`src/rtl/queue_fifo.sv`:
```
// queue_fifo: single-clock FIFO with registered pop data and registered
// empty/full flags. Buffers request/response words between pipeline stages.
//
// Ports:
//   clk     rising-edge clock
//   rst     synchronous reset, active low
//   rd_en   pop request (ignored when empty)
//   wr_en   push request (ignored when full unless popping the same cycle)
//   buf_in  push data
//   buf_out registered pop data, holds when no pop occurs
//   empty   occupancy == 0 (registered)
//   full    occupancy == QUEUE_SIZE (registered)
module queue_fifo #(
  parameter int DATA_WIDTH     = 32,
  parameter int QUEUE_SIZE     = 8,
  parameter int QUEUE_SIZE_BIT = 3,
  parameter int COUNTER_WIDTH  = 10
) (
  input  logic                  clk,
  input  logic                  rst,
  input  logic                  rd_en,
  input  logic                  wr_en,
  input  logic [DATA_WIDTH-1:0] buf_in,
  output logic [DATA_WIDTH-1:0] buf_out,
  output logic                  empty,
  output logic                  full
);

  logic [DATA_WIDTH-1:0]     mem_q [QUEUE_SIZE];
  logic [QUEUE_SIZE_BIT-1:0] wr_ptr_q, wr_ptr_d;
  logic [QUEUE_SIZE_BIT-1:0] rd_ptr_q, rd_ptr_d;
  logic [COUNTER_WIDTH-1:0]  count_q, count_d;
  logic [DATA_WIDTH-1:0]     buf_out_q;
  logic                      empty_q, full_q;
  logic                      do_wr, do_rd;

  // A full queue still accepts a push when a pop frees a slot this cycle.
  // A pop on an empty queue never falls through to the incoming word.
  assign do_rd = rd_en && !empty_q;
  assign do_wr = wr_en && (!full_q || rd_en);

  always_comb begin
    wr_ptr_d = wr_ptr_q;
    rd_ptr_d = rd_ptr_q;
    count_d  = count_q;
    // Pointer width equals log2(QUEUE_SIZE), so increments wrap for free.
    if (do_wr) wr_ptr_d = wr_ptr_q + QUEUE_SIZE_BIT'(1);
    if (do_rd) rd_ptr_d = rd_ptr_q + QUEUE_SIZE_BIT'(1);
    if (do_wr && !do_rd)      count_d = count_q + COUNTER_WIDTH'(1);
    else if (do_rd && !do_wr) count_d = count_q - COUNTER_WIDTH'(1);
  end

  // Storage carries no reset; stale contents are unreachable via pointers.
  always_ff @(posedge clk) begin
    if (do_wr && rst) mem_q[wr_ptr_q] <= buf_in;
  end

  always_ff @(posedge clk) begin
    if (!rst) begin
      wr_ptr_q  <= '0;
      rd_ptr_q  <= '0;
      count_q   <= '0;
      buf_out_q <= '0;
      empty_q   <= 1'b1;
      full_q    <= 1'b0;
    end else begin
      wr_ptr_q <= wr_ptr_d;
      rd_ptr_q <= rd_ptr_d;
      count_q  <= count_d;
      if (do_rd) buf_out_q <= mem_q[rd_ptr_q];
      // Flags come from the next count so they line up with the new state.
      empty_q <= (count_d == '0);
      full_q  <= (count_d == COUNTER_WIDTH'(QUEUE_SIZE));
    end
  end

  assign buf_out = buf_out_q;
  assign empty   = empty_q;
  assign full    = full_q;

endmodule

```
`config.mk`:
```
export PLATFORM = sky130hd
export DESIGN_NAME = queue_fifo
export DESIGN_NICKNAME = d
export VERILOG_FILES = /design/src/rtl/queue_fifo.sv
export SDC_FILE = /design/constraint.sdc
export NUM_CORES = 1
export LEC_CHECK = 0
export CAP_MARGIN = 40
export CORE_ASPECT_RATIO = 2
export CORE_UTILIZATION = 28
export DETAILED_ROUTE_END_ITERATION = 10
export HOLD_SLACK_MARGIN = 0.05
export MAX_ROUTING_LAYER = met4
export PLACE_DENSITY = 0.43
export SKIP_LAST_GASP = 1
export SLEW_MARGIN = 20
export SYNTH_ARGS = -nofsm -noshare
export SYNTH_HDL_FRONTEND = slang
export SYNTH_SLANG_ARGS = --single-unit
```
`constraint.sdc`:
```
create_clock -name clk -period 5.6 [get_ports clk]
set_input_delay 0.84 -clock clk [delete_from_list [all_inputs] [get_ports clk]]
set_output_delay 0.84 -clock clk [all_outputs]
set_load 0.01 [all_outputs]
```
==> results of run 1 <==
-- cells by family after synthesis --
kind of cell | count (synthesis) | share of synthesized area, %
flops | 306 | 73.9
simple gates | 108 | 4.52
mux | 98 | 15.1
compound gates | 59 | 3.82
buf+inv | 42 | 1.47
xor+xnor | 10 | 0.745
fa+ha+maj | 4 | 0.426
-- per-stage QoR --
step	hold WS, ns	setup WS, ns	instance area, um^2
2_1_floorplan	0.499	0.635	11800
5_1_grt	0.520	2.39	14200
3_3_place_gp	0.490	1.84	13100
4_1_cts	0.502	2.52	14200
3_5_place_dp	0.493	1.93	13300
-- routing by layer --
layer,global-route usage (%)
met5,-
met4,3.70
met3,1.61
met2,24.6
met1,13.4
==> reports/metrics.csv, run 1 <==
stage,metric,value,unit
outcome,status,did not finish,
outcome,stop_stage,5_2_route,
outcome,tool.error,[ERROR DRT-0255] Maze Route cannot find path of net clk in worker of routeBox ( 96600 0 ) ( 146920 48300 ).,
placed_design,dp_hpwl,15800,um
synth,synth_edf_count,256,
clock_tree,root_buffer,clkbuf_16,
global_route,gr-total-overflow,0,
clock_tree,cts.htree.levels,1,
synth,synth_most_common_cell,edfxtp_1,
global_route,grt_pass1_vias,6505,
synth,syn-num-nets,667,
placed_design,dp.cells,1213,
synth,synthesis.area,11800,um^2
global_route,grt_max_degree,48,
synth,yosys.area.top_type,edfxtp_1,
synth,synthCells,627,
synth,synth_top_area_share,65.4,%
synth,synth_ff_type,edfxtp_1,
placed_design,gp_congestion,0.757,
clock_tree,cts_sinks,306,
global_route,grt_pass1_wl,39600,um
synth,ys_seq_area_share,73.9,%
floorplan,dieHeight,292,um
placed_design,port_buffers,69,
synth,synth_area_per_cell,18.8,um^2
synth,async_flop_share,0,%
clock_tree,cts_hold_buf,0,
clock_tree,ctsResizeCount,0,
floorplan,row_count,105,
floorplan,die_x,147,um
synth,synth_area_leaders,"edfxtp_1 65%, mux4_2 12%, dfxtp_1 8.5%",
synth,yosys_warnings,0,
synth,synthTopCellsByCount,"256 x edfxtp_1, 64 x mux4_2, 52 x nor2_1",
clock_tree,numCtsBuffers,28,
synth,synth_seq_cells,306,
floorplan,start_util,28.5,%
clock_tree,clk_path_buf_depth,3,
global_route,track_usage,12.8,%
floorplan,boundaryPins,70,
clock_tree,post-cts-setup-buffers,0,
global_route,antenna_found_initial,0,
synth,synth.distinct_cells,48,
==> inputs of run 2 (changes only) <==
Settings changed: CORE_ASPECT_RATIO 2 to unset, CORE_UTILIZATION 28 to 20, HOLD_SLACK_MARGIN 0.05 to unset, MAX_ROUTING_LAYER met4 to unset, PLACE_DENSITY 0.43 to unset, PLACE_DENSITY_LB_ADDON set to 0.15.
==> run 2 against run 1 <==
- the flow now finishes without violations
- synthesized cell count unchanged
- global-route usage down 3.3 points
- synthesized area unchanged
==> reports/metrics.csv, run 2 <==
stage,metric,value,unit
sta,holdWs,0.495,ns
layout,fill_cells,5934,
power,p_leak,4.40,nW
floorplan,dieHeight,245,um
layout,layout_common_cells,"256 x edfxtp_1, 69 x clkdlybuf4s50_1, 64 x mux4_2",
synth,syn-num-nets,667,
layout,largest_reg_flops,256,
floorplan,core-area,57900,um^2
setup_path,required,5.80,ns
global_route,met3_usage,2.18,%
floorplan,die_x,245,um
route,wl_per_cell,18.3,um
clock_tree,clk_path_buf_depth,3,
synth,synth_most_common_cell,edfxtp_1,
worst_hold_path,hold_path.class,flop to flop,
synth,synthTopCellsByCount,"256 x edfxtp_1, 64 x mux4_2, 52 x nor2_1",
setup_path,worstPathMaxFanout,18,
synth,synth_seq_cells,306,
sta,rsz0062_at_grt,false,
setup_path,start_kind,input pin,
synth,synthesis.area,11800,um^2
placed_design,port_buffers,69,
setup_path,path_cells,"clkdlybuf4s50_1, inv_1, a21boi_0, nand2_1, nor2_4, buf_4",
setup_path,crit_path_max_incr_delay,0.72,ns
global_route,gr-total-overflow,0,
floorplan,boundaryPins,70,
route,drc,0,
synth,async_flop_share,0,%
sta,maxSlewViolCount,0,
setup_path,r2r_end,buf_out[9],
clock_tree,cts_sinks,306,
synth,synth_top_area_share,65.4,%
worst_hold_path,min_to,buf_out[12],
layout,regArea,8700,um^2
synth,synthCells,627,
sta,slew_headroom,52.3,%
sta,setup_ws,2.34,ns
synth,synth_area_per_cell,18.8,um^2
global_route,use_met2,15.8,%
sta,fin_setup_tns,0,ns
setup_path,arrival,3.45,ns
synth,synth.distinct_cells,48,
placed_design,post-place-ws,1.76,ns
sta,setup_viol,0,
clock_tree,cts_tree,yes,
synth,synth_ff_type,edfxtp_1,
route,wl,27700,um
global_route,grt_pass1_wl,42100,um
layout,multi_input_comb_area,2960,um^2
global_route,globalRoute.busiestLayer,met2,
clock_tree,cts.htree.levels,2,
worst_hold_path,whs_path_depth,2,
global_route,met1_usage,12.1,%
route,ant_nets,0,
route,avgViaCountPerCell,3.90,
power,ir_drop,0.000171,V
sta,tightest_slew,0.716,ns
layout,fin_nets,756,
route,vias,5887,
synth,ys_seq_area_share,73.9,%
layout,finish.utilization,25.3,%
sta,fin_crit_sh,58.2,%
global_route,track_usage,9.49,%
layout,area_growth,24.4,%
outcome,status,"finished, final reports clean",
synth,synth_edf_count,256,
global_route,grt_max_degree,48,
synth,yosys_warnings,0,
clock_tree,root_buffer,clkbuf_16,
setup_path,worstRegToRegCells,4,
floorplan,start_util,20.3,%
synth,synth_area_leaders,"edfxtp_1 65%, mux4_2 12%, dfxtp_1 8.5%",
floorplan,die_area,59800,um^2
route,dr.pass1.iters,4,
synth,yosys.area.top_type,edfxtp_1,
clock_tree,clk_latency,0.54,ns
sta,fin_skew,0.0225,ns
setup_path,path_class,input pin to flop,
floorplan,row_count,88,
sta,hold_viol,0,
sta,fin_crit,3.26,ns
setup_path,crit_slowest_cell,clkdlybuf4s50_1,
route,drtIter0Drc,246,
layout,final_common_cell,edfxtp_1,
clock_tree,cts_hold_buf,0,
global_route,antenna_found_initial,1,
setup_path,r2r-start,rd_ptr_q[0],
clock_tree,post-cts-setup-buffers,0,
setup_path,r2r_slack,3.15,ns
worst_hold_path,hp-start,buf_out[12],
sta,fmax,307,MHz
layout,antenna_cells,0,
layout,drive_above_1_share,20.6,%
layout,largest_register,mem_q,
global_route,grt_pass1_vias,6556,
placed_design,dp_hpwl,16300,um
clock_tree,ctsResizeCount,0,
placed_design,gp_congestion,0.684,
flow_run,cap_violations,0,
clock_tree,cts.reportedPaths.clkPinSlew,0.06,ns
setup_path,critPathCaptureType,flop,
clock_tree,numCtsBuffers,36,
power,power_density,378,nW/um^2
==> run 2: cell counts after synthesis <==
No cell type changed its count.
==> run 2: worst max path at each step <==
stage	cells after the start	endpoint	slack, ns	startpoint
global placement	6	mem_q[7][12]	1.61	rd_en
detailed placement	6	mem_q[4][2]	1.76	rd_en
finish	6	mem_q[4][25]	2.34	rd_en
global route	6	mem_q[4][27]	2.10	rd_en
CTS	6	mem_q[4][27]	2.31	rd_en
floorplan	3	mem_q[1][0]	0.63	wr_en
==> run 2: report_power, final <==
group	switching [mW]	internal, mW
registers	0.0873	2.55
clock network	0.926	1.35
logic	0.300	0.317
==> run 2: kinds of logic after synthesis <==
group / after synthesis / synth area share (%)
multiplexers: 98 / 15.1
buffers and inverters: 42 / 1.47
XOR/XNOR: 10 / 0.745
adder cells (fa/ha/maj): 4 / 0.426
AO/OA/AOI/OAI: 59 / 3.82
flip-flops: 306 / 73.9
AND/OR/NAND/NOR: 108 / 4.52
==> run 2: layer usage <==
metal	part of all wire (%)	routed length, um
met5	0.033	9
met4	2.0	565
met3	4.1	1140
met2	48	13300
met1	46	12600
==> run 2: critical path: cells and delay by family <==
| family | cells | cell delay (ns) |
|---|---|---|
| AO/OA/AOI/OAI | 1 | 0.46 |
| buffers and inverters | 3 | 1.27 |
| AND/OR/NAND/NOR | 2 | 0.86 |
==> run 2: layout make-up <==
cell class                      count  area share [%]
Timing Repair Buffer               87            5.90
Tap cell                          765            6.54
Clock inverter                     21            1.25
Multi-Input combinational cell    279            20.2
Clock buffer                       45            6.53
Sequential cell                   306            59.4
Inverter                            6           0.154
==> run 2: stage by stage <==
| stage | total power, mW | area (um^2) | instances |
|---|---|---|---|
| after CTS | 5.65 | 14600 | 1508 |
| after global placement | 3.32 | 13400 | 1440 |
| after floorplan | 3.05 | 11800 | 627 |
| after detailed placement | 3.32 | 13500 | 1442 |
| final | 5.53 | 14600 | 1509 |
| after global routing | 5.78 | 14600 | 1509 |
No activity file was read; power rests on OpenSTA's default activity.
==> inputs of run 3 (changes only) <==
Clock period 5.6 ns to 3.2 ns, I/O delays scaled along.
==> run 3 against run 2 <==
- first-iteration DRC count up 11%
- global-route usage is 0.16 points lower
- final cell count up 0.66%
- combinational power is 78% higher
- register-to-register slack got worse by 2.1 ns
- non-clock buffer count rose by 7
- clock power grew 86%
- die area unchanged
- critical path depth unchanged
- largest power group unchanged
- highest routed layer is now met4
==> reports/metrics.csv, run 3 (synthesis gave the netlist of run 2 again) <==
stage,metric,value,unit
outcome,status,"finished, final reports clean",
power,power_density,669,nW/um^2
setup_path,critPathCaptureType,flop,
setup_path,crit_cells,6,
setup_path,path_buf_inv,3,
floorplan,start_util,20.3,%
route,wl,27500,um
sta,hold_viol,0,
worst_hold_path,whs_path_depth,2,
floorplan,dieHeight,245,um
route,dr.pass1.iters,5,
route,wl_per_cell,18.1,um
setup_path,required,3.41,ns
placed_design,dp_hpwl,16700,um
layout,largest_register,mem_q,
sta,maxSlewViolCount,0,
power,p_leak,4.49,nW
power,ir_drop,0.000393,V
route,vias,5943,
flow_run,cap_violations,0,
clock_tree,cts.htree.levels,2,
route,ant_nets,0,
sta,rsz0062_at_grt,false,
floorplan,die_area,59800,um^2
clock_tree,cts_hold_buf,0,
clock_tree,root_buffer,clkbuf_16,
setup_path,start_kind,input pin,
clock_tree,numCtsBuffers,37,
setup_path,path_class,input pin to flop,
global_route,antenna_found_initial,0,
setup_path,worstPathMaxFanout,32,
setup_path,crit_slowest_cell,clkdlybuf4s50_1,
layout,layout_common_cells,"256 x edfxtp_1, 69 x clkdlybuf4s50_1, 64 x mux4_2",
setup_path,path_cells,"clkdlybuf4s50_1, inv_1, a21boi_0, nand2_1, nor3_2, buf_12",
clock_tree,clk_path_buf_depth,3,
layout,fin_nets,764,
sta,tightest_slew,0.667,ns
setup_path,r2r-start,empty,
global_route,gr-total-overflow,0,
sta,fmax,431,MHz
route,drc,0,
route,drtIter0Drc,272,
worst_hold_path,hold_path.class,flop to flop,
global_route,grt_max_degree,48,
sta,fin_crit,2.32,ns
clock_tree,clk_latency,0.52,ns
setup_path,crit_start,rd_en,
layout,drive_above_1_share,21.4,%
layout,final_cell_area,14900,um^2
global_route,track_usage,9.33,%
global_route,grt_pass1_wl,41700,um
setup_path,crit_path_max_incr_delay,0.58,ns
clock_tree,post-cts-setup-buffers,0,
clock_tree,cts_sinks,306,
global_route,grt_pass1_vias,6308,
layout,finalNonFillerCells,1519,
clock_tree,ctsResizeCount,0,
placed_design,dp.cells,1450,
placed_design,gp_congestion,0.691,
layout,area_growth,26.5,%
sta,fin_crit_sh,72.4,%
setup_path,critPathTopFamily,buffers and inverters,
setup_path,arrival,2.52,ns
floorplan,die_x,245,um
clock_tree,cts_tree,yes,
layout,final_common_cell,edfxtp_1,
setup_path,worstRegToRegCells,5,
sta,slew_headroom,55.5,%
floorplan,core-area,57900,um^2
sta,setup_viol,0,
layout,largest_reg_flops,256,
worst_hold_path,hp-start,buf_out[12],
clock_tree,cts.reportedPaths.clkPinSlew,0.06,ns
layout,finish.utilization,25.7,%
floorplan,row_count,88,
sta,fin_skew,0.0126,ns
floorplan,boundaryPins,70,
placed_design,port_buffers,69,
route,avgViaCountPerCell,3.91,
placed_design,postPlaceCellArea,13600,um^2
[run 3: cell count changes in the layout (fill, tap and decap cells not counted), sizes merged]
cell and change:
buf +7, clkbuf +5, clkinv -5, bufinv +1, clkinvlp +1, diode +1
[run 3: path summary, 6_finish.rpt]
path / slack [ns] / end
setup / recovery: 0.88 / mem_q[6][23]
hold reg to reg: 0.50 / buf_out[12]
setup reg to reg: 1.10 / full
hold / removal: 0.50 / buf_out[12]
[run 3: cell type report]
type                       instances  area (um^2)
clock inverter                    18          198
tap                              765          957
fill                            5914        43000
timing repair buffer              94          991
multi-input combinational        279         2970
antenna                            1         2.50
sequential                       306         8700
inverter                           6         22.5
clock buffer                      50         1040
[run 3: layer usage]
layer  global-route usage [%]  vias up  wire length (um)  share of wire [%]
li1                         -     2743                 -                  -
met1                     12.6     3065             12900                 47
met2                     15.0       96             13000                 47
met3                     2.07       39              1070                3.9
met4                     2.48        0               529                1.9
met5                        0        -                 0                  0
[run 3: power by group]
| part | total, mW | switching, mW | leakage, nW | internal [mW] |
|---|---|---|---|---|
| combinational | 1.10 | 0.528 | 1.17 | 0.567 |
| clock | 4.24 | 1.63 | 0.598 | 2.60 |
| sequential | 4.61 | 0.150 | 2.73 | 4.46 |
[run 3: worst min-delay path: cells and delay by family (launching register included)]
kind	cells	cell delay, ns
DFF	1	0.31
and+or+nand+nor	1	0.09
AOI/OAI and AO/OA	1	0.05
[run 3: metrics by stage]
step | setup TNS (ns) | hold slack (ns) | total power [mW] | setup WS (ns)
floorplan | -96.16 | 0.518 | 5.35 | -0.870
global placement | 0 | 0.487 | 5.84 | 0.430
detailed placement | 0 | 0.494 | 5.84 | 0.408
CTS | 0 | 0.503 | 10.2 | 0.827
global route | 0 | 0.518 | 10.4 | 0.782
finish | 0 | 0.496 | 9.95 | 0.882
==> inputs of run 4 (changes only) <==
Clock period 3.2 ns to 2.05 ns, I/O delays scaled along.
==> run 4 against run 3 <==
- global-route usage increased by 0.41 points
- cell area increased by 3.3%
- critical endpoint is now empty
- highest routed layer is now met5
- critical path type is now flop to flop
- sequential share of layout area decreased by 1.8 points
- critical path depth decreased by 1
- die area unchanged
==> reports/metrics.csv, run 4 (synthesis gave the netlist of run 2 again) <==
stage,metric,value,unit
outcome,status,"finished, final reports clean",
clock_tree,clk_path_buf_depth,3,
clock_tree,cts.htree.levels,2,
global_route,grt_pass1_vias,6581,
sta,fin_crit,1.94,ns
clock_tree,root_buffer,clkbuf_16,
setup_path,arrival,2.36,ns
placed_design,gp_congestion,0.702,
route,drc,0,
setup_path,r2r_end,empty,
power,power_density,1010,nW/um^2
setup_path,worstPathMaxFanout,2,
layout,largest_register,mem_q,
placed_design,post-place-ws,-0.419,ns
route,dr.pass1.iters,4,
sta,fmax,516,MHz
route,vias,6139,
floorplan,boundaryPins,70,
floorplan,dieHeight,245,um
clock_tree,cts_tree,yes,
power,ir_drop,0.000441,V
floorplan,core-area,57900,um^2
power,p_clk_share,41.0,%
setup_path,crit_slowest_cell,or4_1,
sta,tightest_slew,0.702,ns
power,p_leak,4.72,nW
placed_design,dp_hpwl,17700,um
power,switching_share,23.6,%
route,ant_nets,0,
power,power.internal,11.9,mW
global_route,track_usage,9.73,%
setup_path,r2r-start,count_q[7],
clock_tree,numCtsBuffers,37,
floorplan,die_x,245,um
worst_hold_path,min_to,empty,
route,wl,28400,um
power,combPwrFrac,13.4,%
layout,drive_above_1_share,27.2,%
global_route,antenna_found_initial,5,
worst_hold_path,hp-start,rst,
floorplan,start_util,20.3,%
power,seqPwrFrac,45.6,%
layout,fin_nets,800,
route,wl_per_cell,18.3,um
clock_tree,cts_hold_buf,0,
worst_hold_path,whs_path_depth,3,
floorplan,die_area,59800,um^2
layout,antenna_cells,0,
layout,finalNonFillerCells,1554,
global_route,grt_max_degree,48,
layout,layout_common_cells,"256 x edfxtp_1, 69 x clkdlybuf4s50_1, 64 x mux4_2",
sta,setup_viol,0,
sta,hold_viol,0,
worst_hold_path,hold_path.class,input pin to flop,
setup_path,critPathCaptureType,flop,
sta,fin_skew,0.0243,ns
layout,largest_reg_flops,256,
setup_path,path_class,flop to flop,
sta,fin_crit_sh,94.5,%
route,avgViaCountPerCell,3.95,
clock_tree,clk_latency,0.54,ns
sta,slew_headroom,53.2,%
flow_run,cap_violations,0,
placed_design,dp.cells,1485,
global_route,gr-total-overflow,0,
global_route,grt_pass1_wl,43000,um
setup_path,r2r_slack,0.11,ns
sta,maxSlewViolCount,0,
setup_path,crit_path_max_incr_delay,0.54,ns
layout,final_common_cell,edfxtp_1,
clock_tree,cts_sinks,306,
placed_design,port_buffers,69,
power,p_sw,3.68,mW
setup_path,start_kind,flop,
sta,rsz0062_at_grt,false,
sta,setup_ws,0.112,ns
setup_path,path_cells,"or4_1, or4_4, and3b_1, o22ai_4, o41ai_2",
setup_path,required,2.47,ns
setup_path,worstRegToRegCells,5,
route,drtIter0Drc,328,
floorplan,row_count,88,
layout,area_growth,30.6,%
clock_tree,cts.reportedPaths.clkPinSlew,0.06,ns
-- run 4: changes by cell type in the layout (fill, tap and decap cells not counted), moves of 2 or more --
cell | previous run | this run
a21boi_4 | 0 | 2
dfxtp_2 | 1 | 4
dfxtp_1 | 47 | 42
dfxtp_4 | 2 | 4
buf_12 | 9 | 19
nand2_2 | 0 | 2
bufinv_16 | 4 | 1
nand2_1 | 12 | 9
nor3_2 | 6 | 2
clkbuf_8 | 2 | 6
nor3_4 | 0 | 4
clkinv_1 | 6 | 3
buf_4 | 16 | 42
-- run 4: how the worst max path moves through the flow --
| stage | start | to |
|---|---|---|
| floorplan | wr_ptr_q[0] | mem_q[0][0] |
| global placement | rd_en | empty |
| detailed placement | rd_en | empty |
| CTS | count_q[0] | full |
| global route | count_q[2] | empty |
| finish | count_q[7] | empty |
-- run 4: layer usage --
metal  track usage, %  up-vias  routed length (um)  part of all wire (%)
met3             2.92       48                1390                   4.9
met2             15.0       91               13000                    46
li1                 -     2816                   -                     -
met1             13.1     3174               13400                    47
met5                0        -                  65                  0.23
met4             2.87       10                 573                   2.0
-- run 4: cell type report --
type                    count  area, um^2
clock buffers              55        1100
clock inverters            13         103
fillers                  5917       42600
inverters                   6        22.5
multi-input cells         279        3090
flip-flops and latches    306        8710
well taps                 765         957
repair buffers            130        1390
-- run 4: repair_timing --
| item | CTS | global route |
|---|---|---|
| gates cloned | 0 | 0 |
| pin swaps | 0 | 5 |
| setup endpoints to repair | 2 | 2 |
| setup buffers | 0 | 1 |
| resized for setup | 2 | 7 |
-- run 4: power groups by stage --
stage,Combinational (mW),Clock (mW),Sequential (mW)
2_1_floorplan,1.11,0,7.25
3_3_place_gp,2.11,0,7.25
3_5_place_dp,2.10,0,7.25
4_1_cts,2.11,6.66,7.12
5_1_grt,2.29,6.88,7.14
6_report,2.08,6.40,7.11
-- run 4: worst max-delay path, delay by kind of cell (launching register included) --
family	cells	cell delay (ns)
flops	1	0.31
simple gates	3	1.23
compound gates	2	0.29
-- run 4: per-stage QoR --
step | hold WS, ns | power (mW) | TNS [ns] | instance area (um^2) | utilization, %
finish | 0.465 | 15.6 | 0 | 15400 | 26.5
global route | 0.461 | 16.3 | 0 | 15400 | 26.5
CTS | 0.429 | 15.9 | 0 | 15300 | 26.4
detailed placement | 0.491 | 9.35 | -11.82 | 14100 | 24.3
global placement | 0.489 | 9.36 | -13.34 | 14100 | 24.3
floorplan | 0.363 | 8.36 | 0 | 11900 | -
